`config.mk`:
```
export PLATFORM = sky130hd
export DESIGN_NAME = alu_share_ctrl_flat
export DESIGN_NICKNAME = d
export VERILOG_FILES = /design/src/rtl/alu_share_ctrl_if.sv /design/src/rtl/alu_share_ctrl.sv /design/src/flat_wrapper.sv
export SDC_FILE = /design/constraint.sdc
export NUM_CORES = 1
export LEC_CHECK = 0
export CORE_MARGIN = 1.5
export CORE_UTILIZATION = 43
export CTS_CLUSTER_DIAMETER = 80
export DETAILED_ROUTE_END_ITERATION = 12
export HOLD_SLACK_MARGIN = 0.06
export PLACE_DENSITY_LB_ADDON = 0.25
export SLEW_MARGIN = 20
export SYNTH_ARGS = -nofsm -noshare
export SYNTH_HDL_FRONTEND = slang
export SYNTH_SLANG_ARGS = --single-unit
```
`constraint.sdc`:
```
create_clock -name clk -period 1.85 [get_ports clk]
set_input_delay 0.2775 -clock clk [delete_from_list [all_inputs] [get_ports clk]]
set_output_delay 0.2775 -clock clk [all_outputs]
set_load 0.02 [all_outputs]
```
`src/rtl/alu_share_ctrl_if.sv`:
```
// alu_share_ctrl_if: requester, shared-ALU and response signals of the ALU sharing controller
interface alu_share_ctrl_if #(parameter int CNT_W = 8);
  logic r0_valid, r0_ready, r1_valid, r1_ready;
  logic [3:0] r0_a, r0_b, r1_a, r1_b;
  logic [2:0] r0_sel, r1_sel;
  logic [3:0] alu_a, alu_b, alu_result;
  logic [2:0] alu_sel;
  logic alu_carry;
  logic rsp_valid, rsp_ready, rsp_id, rsp_carry;
  logic [3:0] rsp_result;
  logic busy;
  logic [CNT_W-1:0] op_count;
  modport slave (
    input r0_valid, r0_a, r0_b, r0_sel, r1_valid, r1_a, r1_b, r1_sel,
    input alu_result, alu_carry, rsp_ready,
    output r0_ready, r1_ready, alu_a, alu_b, alu_sel,
    output rsp_valid, rsp_id, rsp_result, rsp_carry, busy, op_count
  );
  modport master (
    output r0_valid, r0_a, r0_b, r0_sel, r1_valid, r1_a, r1_b, r1_sel,
    output alu_result, alu_carry, rsp_ready,
    input r0_ready, r1_ready, alu_a, alu_b, alu_sel,
    input rsp_valid, rsp_id, rsp_result, rsp_carry, busy, op_count
  );
endinterface

```
`src/rtl/alu_share_ctrl.sv`:
```
// alu_share_ctrl: round-robin sequencer sharing one 4-bit ALU between two requesters
module alu_share_ctrl #(
  parameter int CNT_W = 8,
  parameter bit FIRST_PRIO = 1'b0
) (
  input logic clk,
  input logic rst_n,
  alu_share_ctrl_if.slave bus
);
  typedef enum logic [1:0] {IDLE, EXEC, RESP} state_t;
  state_t state, state_nx;
  logic prio, id, g0, g1;
  logic [CNT_W-1:0] cnt;
  assign g0 = state == IDLE && bus.r0_valid && (!bus.r1_valid || !prio);
  assign g1 = state == IDLE && bus.r1_valid && (!bus.r0_valid || prio);
  assign bus.op_count = cnt;
  always_ff @(posedge clk)
    state <= !rst_n ? IDLE : state_nx;
  always_comb
    state_nx = state == IDLE ? ((g0 || g1) ? EXEC : IDLE) :
               state == EXEC ? RESP :
               (bus.rsp_ready ? IDLE : RESP);
  always_comb begin
    bus.r0_ready = g0;
    bus.r1_ready = g1;
    bus.busy = state != IDLE;
    bus.rsp_valid = state == RESP;
  end
  always_ff @(posedge clk) begin
    if (!rst_n) begin
      prio <= FIRST_PRIO;
      id <= 1'b0;
      bus.alu_a <= '0;
      bus.alu_b <= '0;
      bus.alu_sel <= '0;
      bus.rsp_id <= 1'b0;
      bus.rsp_result <= '0;
      bus.rsp_carry <= 1'b0;
      cnt <= '0;
    end else if (g0 || g1) begin
      bus.alu_a <= g1 ? bus.r1_a : bus.r0_a;
      bus.alu_b <= g1 ? bus.r1_b : bus.r0_b;
      bus.alu_sel <= g1 ? bus.r1_sel : bus.r0_sel;
      id <= g1;
      prio <= g0;
    end else if (state == EXEC) begin
      bus.rsp_result <= bus.alu_result;
      // carry is only meaningful for add/sub; other ops leave junk in bit 4
      bus.rsp_carry <= bus.alu_carry && bus.alu_sel[2:1] == 2'b00;
      bus.rsp_id <= id;
      cnt <= cnt + 1'b1;
    end
  end
endmodule

```
`src/flat_wrapper.sv`:
```
// flat-port wrapper written by rule: the top's interface ports become plain ports
module alu_share_ctrl_flat 
#(
  parameter int CNT_W = 8,
  parameter bit FIRST_PRIO = 1'b0
)
  (clk, rst_n, bus_r0_valid, bus_r0_a, bus_r0_b, bus_r0_sel, bus_r1_valid, bus_r1_a, bus_r1_b, bus_r1_sel, bus_alu_result, bus_alu_carry, bus_rsp_ready, bus_r0_ready, bus_r1_ready, bus_alu_a, bus_alu_b, bus_alu_sel, bus_rsp_valid, bus_rsp_id, bus_rsp_result, bus_rsp_carry, bus_busy, bus_op_count);
  alu_share_ctrl_if #(.CNT_W(CNT_W)) bus_i ();
  input logic clk;
  input logic rst_n;
  input wire logic [$bits(bus_i.r0_valid)-1:0] bus_r0_valid;
  input wire logic [$bits(bus_i.r0_a)-1:0] bus_r0_a;
  input wire logic [$bits(bus_i.r0_b)-1:0] bus_r0_b;
  input wire logic [$bits(bus_i.r0_sel)-1:0] bus_r0_sel;
  input wire logic [$bits(bus_i.r1_valid)-1:0] bus_r1_valid;
  input wire logic [$bits(bus_i.r1_a)-1:0] bus_r1_a;
  input wire logic [$bits(bus_i.r1_b)-1:0] bus_r1_b;
  input wire logic [$bits(bus_i.r1_sel)-1:0] bus_r1_sel;
  input wire logic [$bits(bus_i.alu_result)-1:0] bus_alu_result;
  input wire logic [$bits(bus_i.alu_carry)-1:0] bus_alu_carry;
  input wire logic [$bits(bus_i.rsp_ready)-1:0] bus_rsp_ready;
  output wire logic [$bits(bus_i.r0_ready)-1:0] bus_r0_ready;
  output wire logic [$bits(bus_i.r1_ready)-1:0] bus_r1_ready;
  output wire logic [$bits(bus_i.alu_a)-1:0] bus_alu_a;
  output wire logic [$bits(bus_i.alu_b)-1:0] bus_alu_b;
  output wire logic [$bits(bus_i.alu_sel)-1:0] bus_alu_sel;
  output wire logic [$bits(bus_i.rsp_valid)-1:0] bus_rsp_valid;
  output wire logic [$bits(bus_i.rsp_id)-1:0] bus_rsp_id;
  output wire logic [$bits(bus_i.rsp_result)-1:0] bus_rsp_result;
  output wire logic [$bits(bus_i.rsp_carry)-1:0] bus_rsp_carry;
  output wire logic [$bits(bus_i.busy)-1:0] bus_busy;
  output wire logic [$bits(bus_i.op_count)-1:0] bus_op_count;
  assign bus_i.r0_valid = bus_r0_valid;
  assign bus_i.r0_a = bus_r0_a;
  assign bus_i.r0_b = bus_r0_b;
  assign bus_i.r0_sel = bus_r0_sel;
  assign bus_i.r1_valid = bus_r1_valid;
  assign bus_i.r1_a = bus_r1_a;
  assign bus_i.r1_b = bus_r1_b;
  assign bus_i.r1_sel = bus_r1_sel;
  assign bus_i.alu_result = bus_alu_result;
  assign bus_i.alu_carry = bus_alu_carry;
  assign bus_i.rsp_ready = bus_rsp_ready;
  assign bus_r0_ready = bus_i.r0_ready;
  assign bus_r1_ready = bus_i.r1_ready;
  assign bus_alu_a = bus_i.alu_a;
  assign bus_alu_b = bus_i.alu_b;
  assign bus_alu_sel = bus_i.alu_sel;
  assign bus_rsp_valid = bus_i.rsp_valid;
  assign bus_rsp_id = bus_i.rsp_id;
  assign bus_rsp_result = bus_i.rsp_result;
  assign bus_rsp_carry = bus_i.rsp_carry;
  assign bus_busy = bus_i.busy;
  assign bus_op_count = bus_i.op_count;
  alu_share_ctrl #(.CNT_W(CNT_W), .FIRST_PRIO(FIRST_PRIO)) u_core (.clk(clk), .rst_n(rst_n), .bus(bus_i));
endmodule
```
Yosys cells after proc, flatten, opt, wreduce, memory -nomap -nowiden
Cells that the tools add are included.

Bits in registers: 29. Input port bits: 32. Output and inout port bits: 29. Logic and storage cells: 36.

$add $sub $neg: 1. Equal/unequal tests: 2. Muxes and demuxes: 7. Bitwise gates (word level): 1. Reduce and logical (&&, ||, !) cells: 15.

Operators by type and width (count): 8-bit by 1-bit adder with 8-bit output, second input constant (1); 4-bit two-way mux (2); 2-bit two-way mux (3); 1-bit logical AND (5); 2-bit logical NOT (2); 1-bit logical NOT (3); 1-bit logical OR (3); 3-bit two-way mux (1); 2-bit by 1-bit equality test with 1-bit output, second input constant (1); 2-bit equality test, second input constant (1); 2-bit AND reduction (1); 2-bit nonzero test (1); 1-bit two-way mux (1); 1-bit NOT (1).

Depth between registers and ports, before layout
Gate-level depths: netlist (run 1).

Depth in word-level cells: 6. Depth in mapped cells: 4. Mapped depth without buffers: 4.

Least setup slack after synthesis (run 1)
Ideal clock, no wire load.

Path type: flip-flop to output port. Start: reg u_core.state[1]. End: out bus_r1_ready. Arrival time: 1.231 ns. Data required time: 1.572 ns. Setup slack: 0.342 ns. Stages on the path, launching flop included: 4. Path buffers: 1. Path through: dfxtp_1 > or3b_1 > buf_2 > nor2_1.

Cells in the longest elaborated chain, start to end: 3.

RTL lines: start, declared (line alu_share_ctrl.sv:11) `state_t state, state_nx;`; start signal, assigned (line alu_share_ctrl.sv:18) `state <= !rst_n ? IDLE : state_nx;`; 2-bit logical NOT (line alu_share_ctrl.sv:15) `assign g1 = state == IDLE && bus.r1_valid && (!bus.r0_valid || prio);`; 1-bit logical AND (2 in a row) (line alu_share_ctrl.sv:15); end, declared (line flat_wrapper.sv:23) `output wire logic [$bits(bus_i.r1_ready)-1:0] bus_r1_ready;`.

No other way between the ends.

Worst setup path in the final report (run 1)
Start: in bus_r1_valid. End: out bus_r1_ready.

Cells in the longest elaborated chain, start to end: 2.

RTL lines: start, declared (line flat_wrapper.sv:15) `input wire logic [$bits(bus_i.r1_valid)-1:0] bus_r1_valid;`; 1-bit logical AND (2 in a row) (line alu_share_ctrl.sv:15).

No other way between the ends.

==> impl_summary.txt, run 1 <==
----------------------------------------------------
[Logic synthesis]
  Net Count, Synth ... 188
  Number of distinct library cells after synthesis ... 31
  Mean cell area of the mapped netlist ... 8.35 um2
  Mapped cell area ... 1290 um2
  Yosys synthesis warning count ... 0
  Synthesized instance count ... 155
  Sequential element share of the synthesized area ... 44.9%
  Synthesized flop and latch total ... 29

[Floorplanning]
  Height of the die ... 57.9 um
  Starting density of the core ... 46.1%
  DIE AREA ... 3350 um2
  Cell Rows ... 19
  X dimension of the die ... 57.9 um
  Core Area ... 2810 um2
  Top-level I/O count ... 61

[STA]
  Final Critical Period ... 1.71 ns
  Pins over their slew limit ... 0
  Post-Route Hold Slack ... 0.460 ns
  Number of hold violations in the final report ... 0
  Final setup violation count ... 0
  Maximum clock frequency ... 584 MHz
  Final TNS setup ... 0 ns
  RSZ-0062 raised after global routing ... no
  Relative slew slack ... 68.1%
  Fin worst setup slack ... 0.136 ns
  Worst-margin pin slew ... 0.479 ns
  Worst clock skew ... 0.00904 ns
  Share of the clock period used by the worst path ... 92.6%

[Clock tree]
  CTS Buf Count ... 5
  Clock latency of the later-clocked register in the worst-skew pair ... 0.33 ns
  Clock tree root buffer cell ... sky130_fd_sc_hd__clkbuf_4
  Sinks on Clock Net ... 29
  Htree depth ... 2
  Buffers from clock root to sink, at most ... 2
  Clock transition at the register clock pins on the worst setup and hold paths after CTS ... 0.10 ns
  Post-CTS setup buffers ... 0
  TritonCTS clock tree ... done
  Count of hold buffers inserted by post-cts repair ... 0

[Place]
  Hpwl dp ... 2710 um
  Placed Cells incl. Taps ... 247
  Global placement routability congestion ... 0.826
  Post-Place Setup Slack ... -0.327 ns
  Total of buffers placed on input and output ports ... 60
  Post-place instance area ... 1990 um2

[Final layout]
  Post-Route Utilization ... 72.2%
  Summed area of non-filler cells in the final layout ... 2030 um2
  Total of fill cells in the finished design ... 231
  Total inserted antenna cells ... 0
  Area added between synthesis and finish ... 56.6%
  Final net count ... 256
  Post-route non-filler standard cell count ... 255
  Layout cell share with drive strength beyond 1 ... 10.3%

[Pwr]
  Total Power ... 1.57 mW
  VDD IR max ... 0.471 mV
  Leakage power ... 0.741 nW
  Pwr Density ... 775 nW/um2

[GRT]
  Global-route wire length before repair ... 6040 um
  Number of global-route vias before repair ... 1364
  Overall overflow remaining after global route ... 0
  Maximum number of pins on one net before global-route repair ... 21
  Number of antenna violations at the first check in global routing ... 0
  Total Routing Usage GR ... 23.8%

[Worst setup path]
  Startpoint Class ... input pin
  Buf+Inv Stages, Crit Path ... 2
  Worst path cell trace ... clkdlybuf4s50_1, or3b_1, nor2_1, buf_2
  Slowest stage cell, crit path ... sky130_fd_sc_hd__clkdlybuf4s50_1
  Crit. End Element ... output pin
  Critical Path Max Stage Delay ... 0.51 ns
  Required time of the critical path ... 1.57 ns
  Largest delay contributor family on the critical path ... buffers and inverters
  Classification of the worst setup path ... in2out
  Data arrival time at the worst-slack endpoint ... 1.44 ns
  Critical Path Fanout Max ... 4

[Route]
  WL per Instance ... 14.6 um
  Number of nets still failing antenna checks after routing ... 0
  First drt pass iteration count ... 8
  DRT iter0 DRCs ... 88
  Total length of routed wires ... 3730 um
  Total number of vias ... 1435
  Remaining design rule violation count ... 8
  Via density ... 5.63

[Hold path]
  Classification of the worst-slack hold path ... reg2reg

[Job]
  Reported max-cap violation count ... 0

[Run status]
  Outcome ... finished with violations
  Violations in the final reports ... design-rule violations

----------------------------------------------------
## flip-flops by register name (all words and copies together) (netlist names)
name / cells
u_core.bus.op_count: 8
u_core.bus.alu_b: 4
u_core.bus.alu_sel: 3
u_core.bus.rsp_result: 4
u_core.bus.rsp_id: 1
u_core.bus.rsp_carry: 1
u_core.prio: 1
u_core.bus.alu_a: 4
u_core.id: 1
u_core.state: 2
## power breakdown
part	internal, mW	switching [mW]	total [mW]
combinational	0.242	0.252	0.493
clock	0.144	0.217	0.361
sequential	0.679	0.0370	0.715
total	1.06	0.506	1.57
## worst min-delay path: stages, from the launching register on
cell	delay (ns)
sky130_fd_sc_hd__dfxtp_1	0.32
sky130_fd_sc_hd__nand2_1	0.05
sky130_fd_sc_hd__a21oi_1	0.05
## synthesized netlist by cell type
master / n / area [um2]
sky130_fd_sc_hd__and3_1: 1 / 6.26
sky130_fd_sc_hd__nand3b_1: 1 / 7.51
sky130_fd_sc_hd__clkinv_1: 1 / 3.75
sky130_fd_sc_hd__nor3_1: 1 / 5.00
sky130_fd_sc_hd__nand2_1: 16 / 60.1
sky130_fd_sc_hd__or4_1: 2 / 15.0
sky130_fd_sc_hd__o31ai_1: 2 / 15.0
sky130_fd_sc_hd__a21oi_1: 23 / 115
sky130_fd_sc_hd__nand2b_1: 4 / 25.0
sky130_fd_sc_hd__dfxtp_1: 29 / 581
sky130_fd_sc_hd__or2_1: 1 / 6.26
sky130_fd_sc_hd__buf_2: 6 / 30.0
sky130_fd_sc_hd__nand4_1: 2 / 12.5
sky130_fd_sc_hd__mux2i_1: 2 / 20.0
sky130_fd_sc_hd__or3_1: 1 / 6.26
sky130_fd_sc_hd__nor2b_1: 3 / 18.8
sky130_fd_sc_hd__nor2_2: 1 / 6.26
sky130_fd_sc_hd__inv_1: 2 / 7.51
sky130_fd_sc_hd__xnor2_1: 2 / 17.5
sky130_fd_sc_hd__nand3_1: 14 / 70.1
sky130_fd_sc_hd__nor2_1: 5 / 18.8
sky130_fd_sc_hd__a22oi_1: 1 / 7.51
sky130_fd_sc_hd__a211oi_1: 2 / 15.0
sky130_fd_sc_hd__and2_1: 1 / 6.26
sky130_fd_sc_hd__o21ai_0: 3 / 15.0
sky130_fd_sc_hd__or3b_1: 2 / 17.5
sky130_fd_sc_hd__a311oi_1: 11 / 96.3
sky130_fd_sc_hd__clkbuf_1: 5 / 18.8
sky130_fd_sc_hd__ha_1: 1 / 12.5
sky130_fd_sc_hd__nor3b_2: 1 / 12.5
sky130_fd_sc_hd__o21ai_1: 9 / 45.0
## repair_timing
| item | CTS | global route |
|---|---|---|
| gates cloned | 0 | 0 |
| hold endpoints to repair | 0 | 0 |
| resized for setup | 7 | 2 |
| endpoints found under the setup margin | 4 | 2 |
## placed cells by master (no fill, tap or decap), drive strengths merged, types with 2 or more instances in the layout
cell type      count
or4                2
o21ai             12
a211oi             2
nand4              2
clkinv             3
nand2b             4
inv                2
or3b               2
mux2i              2
a311oi            11
xnor2              2
buf               13
nor2               6
o31ai              2
clkdlybuf4s50     56
dfxtp             29
dlygate4sd2        2
nand2             16
a21oi             23
clkbuf             7
nor2b              3
nand3             14
## path summary, 6_finish.rpt
kind	from	endpoint	slack (ns)	cells after the start
hold reg to reg	u_core.id	u_core.bus.rsp_id	0.46	2
setup reg to reg	u_core.state[1]	u_core.bus.alu_b[0]	0.30	5
hold / removal	u_core.id	u_core.bus.rsp_id	0.46	2
setup / recovery	bus_r1_valid	bus_r1_ready	0.14	4
## logic make-up (layout without fill, tap and decap cells)
kind of cell | count (synthesis) | after routing | share of synthesized area [%]
simple gates | 56 | 56 | 22.7
mux | 2 | 2 | 1.55
fa+ha+maj | 1 | 1 | 0.967
xor+xnor | 2 | 2 | 1.35
flops | 29 | 29 | 44.9
compound gates | 51 | 51 | 23.9
buf+inv | 14 | 83 | 4.64
## layout make-up
| class | instances | area (um2) | share of cell area, % |
|---|---|---|---|
| Tap cell | 31 | 38.8 | 1.91 |
| Sequential cell | 29 | 581 | 28.7 |
| Clock buffer | 6 | 41.3 | 2.04 |
| Inverter | 3 | 11.3 | 0.556 |
| Timing Repair Buffer | 72 | 691 | 34.1 |
| Multi-Input combinational cell | 112 | 653 | 32.2 |
| Clock inverter | 2 | 10.0 | 0.494 |
## per-layer routing
metal / GRT usage [%] / routed length (um) / part of all wire, %
met2: 40.4 / 1850 / 50
met1: 26.7 / 1520 / 41
met5: 0 / 0 / 0
met3: 8.93 / 292 / 7.8
met4: 9.97 / 57 / 1.5
Power figures use the tool's default switching activity.
==> inputs of run 2 (changes only) <==
--- a/config.mk
+++ b/config.mk
@@ -5,9 +5,9 @@
 export SDC_FILE = /design/constraint.sdc
 export NUM_CORES = 1
 export LEC_CHECK = 0
-export CORE_MARGIN = 1.5
-export CORE_UTILIZATION = 43
+export CORE_UTILIZATION = 40
 export CTS_CLUSTER_DIAMETER = 80
+export CTS_CLUSTER_SIZE = 20
 export DETAILED_ROUTE_END_ITERATION = 12
 export HOLD_SLACK_MARGIN = 0.06
 export PLACE_DENSITY_LB_ADDON = 0.25
==> run 2 against run 1 <==
Net effect: the run now ends clean; worst setup slack lost 0.054 ns; final cell count grew 5.5%; core utilization shrank 5.5 points; global-route usage grew 1.4 points; power grew 1.1%; register-to-register slack lost 0.07 ns; critical endpoint is now bus_r0_ready; largest cell class unchanged; largest power group unchanged.
==> impl_summary.txt, run 2 (synthesis results as in run 1) <==
----------------------------------------------------
[Clock tree]
  Buffers from clock root to sink, at most ... 2
  Clock transition at the register clock pins on the worst setup and hold paths after CTS ... 0.09 ns
  Clock latency of the later-clocked register in the worst-skew pair ... 0.33 ns
  Htree depth ... 2
  Sinks on Clock Net ... 29
  TritonCTS clock tree ... done
  CTS Buf Count ... 5
  Count of hold buffers inserted by post-cts repair ... 0
  Clock tree root buffer cell ... sky130_fd_sc_hd__clkbuf_4

[Final layout]
  Post-route non-filler standard cell count ... 269
  Layout cell share with drive strength beyond 1 ... 10.7%
  Commonest cells after routing, fill and taps aside ... 56 x sky130_fd_sc_hd__clkdlybuf4s50_1, 29 x sky130_fd_sc_hd__dfxtp_1, 23 x sky130_fd_sc_hd__a21oi_1
  Most common library cell in the layout ignoring fill and taps ... sky130_fd_sc_hd__clkdlybuf4s50_1
  Summed area of non-filler cells in the final layout ... 2040 um2
  Area added between synthesis and finish ... 57.4%
  Largest register FFs ... 8
  Total of fill cells in the finished design ... 270
  Final net count ... 257
  Total inserted antenna cells ... 0

[Worst setup path]
  Data arrival time at the worst-slack endpoint ... 1.49 ns
  Slowest stage cell, crit path ... sky130_fd_sc_hd__clkdlybuf4s50_1
  Buf+Inv Stages, Crit Path ... 2
  Startpoint Class ... input pin
  Critical Path Max Stage Delay ... 0.51 ns
  Largest delay contributor family on the critical path ... buffers and inverters
  Worst path cell trace ... clkdlybuf4s50_1, or3b_1, a21oi_1, buf_2
  Critical Path Fanout Max ... 2
  Crit. End Element ... output pin
  Required time of the critical path ... 1.57 ns
  Classification of the worst setup path ... in2out

[Pwr]
  Leakage power ... 0.742 nW
  VDD IR max ... 0.417 mV
  Total Power ... 1.59 mW
  Pwr Density ... 779 nW/um2

[STA]
  Relative slew slack ... 68.2%
  Share of the clock period used by the worst path ... 95.6%
  Final TNS setup ... 0 ns
  Final setup violation count ... 0
  Pins over their slew limit ... 0
  Number of hold violations in the final report ... 0
  Fin worst setup slack ... 0.0819 ns
  Final Critical Period ... 1.77 ns
  RSZ-0062 raised after global routing ... no
  Maximum clock frequency ... 566 MHz
  Worst clock skew ... 0.00695 ns
  Worst-margin pin slew ... 0.477 ns

[Floorplanning]
  Core Area ... 3050 um2
  DIE AREA ... 3470 um2
  Height of the die ... 58.9 um
  Cell Rows ... 20
  X dimension of the die ... 58.9 um
  Top-level I/O count ... 61
  Starting density of the core ... 42.4%

[Place]
  Placed Cells incl. Taps ... 261
  Post-Place Setup Slack ... -0.324 ns
  Total of buffers placed on input and output ports ... 60
  Hpwl dp ... 2760 um
  Post-place instance area ... 2000 um2
  Global placement routability congestion ... 0.820

[Route]
  WL per Instance ... 14.5 um
  Number of nets still failing antenna checks after routing ... 0
  Remaining design rule violation count ... 0
  Total length of routed wires ... 3910 um
  Total number of vias ... 1456
  First drt pass iteration count ... 4
  Via density ... 5.41
  DRT iter0 DRCs ... 68

[GRT]
  Number of global-route vias before repair ... 1471
  Overall overflow remaining after global route ... 0
  Global-route wire length before repair ... 6520 um
  Number of antenna violations at the first check in global routing ... 0
  Maximum number of pins on one net before global-route repair ... 27
  Total Routing Usage GR ... 25.2%

[Run status]
  Outcome ... finished clean

[Job]
  Reported max-cap violation count ... 0

[Hold path]
  Classification of the worst-slack hold path ... reg2reg

----------------------------------------------------
[run 2: path summary, 6_finish.rpt]
path                                    to  slack (ns)                startpoint  cells past startpoint
setup reg to reg       u_core.bus.alu_b[0]        0.23           u_core.state[1]                      5
setup / recovery              bus_r0_ready        0.08              bus_r0_valid                      4
hold / removal    u_core.bus.rsp_result[0]        0.46  u_core.bus.rsp_result[0]                      2
hold reg to reg   u_core.bus.rsp_result[0]        0.46  u_core.bus.rsp_result[0]                      2
[run 2: cell type report]
class	instances	area [um2]	share of cell area, %
Sequential cell	29	581	28.5
Timing Repair Buffer	73	686	33.7
Multi-Input combinational cell	112	653	32.1
Tap cell	44	55.1	2.70
Clock buffer	6	41.3	2.03
Clock inverter	2	10.0	0.491
Inverter	3	11.3	0.553
[run 2: worst min-delay path, cell delays in order, from the launching register on]
cell and delay (ns):
sky130_fd_sc_hd__dfxtp_1 0.32, sky130_fd_sc_hd__nand2_1 0.05, sky130_fd_sc_hd__a21oi_1 0.06
[run 2: power by group]
part | leakage, nW | internal, mW | switching, mW | total (mW)
clock | 0.0320 | 0.145 | 0.231 | 0.376
sequential | 0.238 | 0.679 | 0.0387 | 0.717
combinational | 0.472 | 0.241 | 0.254 | 0.494
[run 2: what timing repair did]
item / 4_1_cts / 5_1_grt
buffers inserted: 0 / 0
resized for setup: 9 / 1
hold endpoints to repair: 0 / 0
endpoints found under the setup margin: 4 / 1
[run 2: routing by layer]
metal	track usage [%]	vias to the layer above	part of all wire, %
li1	-	702	-
met1	26.7	689	40
met3	7.69	9	6.8
met5	0	-	0
met4	10.9	0	2.1
met2	45.6	56	52
[run 2: stage by stage]
stage / hold slack, ns / util (%)
2_1_floorplan: 0.381 / -
6_report: 0.464 / 66.7
3_5_place_dp: 0.455 / 65.5
4_1_cts: 0.468 / 66.9
5_1_grt: 0.496 / 66.7
3_3_place_gp: 0.442 / 65.5
==> inputs of run 3 (changes only) <==
--- a/config.mk
+++ b/config.mk
@@ -9,7 +9,7 @@
 export CTS_CLUSTER_DIAMETER = 80
 export CTS_CLUSTER_SIZE = 20
 export DETAILED_ROUTE_END_ITERATION = 12
-export HOLD_SLACK_MARGIN = 0.06
+export HOLD_SLACK_MARGIN = 0.15
 export PLACE_DENSITY_LB_ADDON = 0.25
 export SLEW_MARGIN = 20
 export SYNTH_ARGS = -nofsm -noshare
==> results of run 3 <==
Final layout, timing and power as in run 2 (identical DEF).
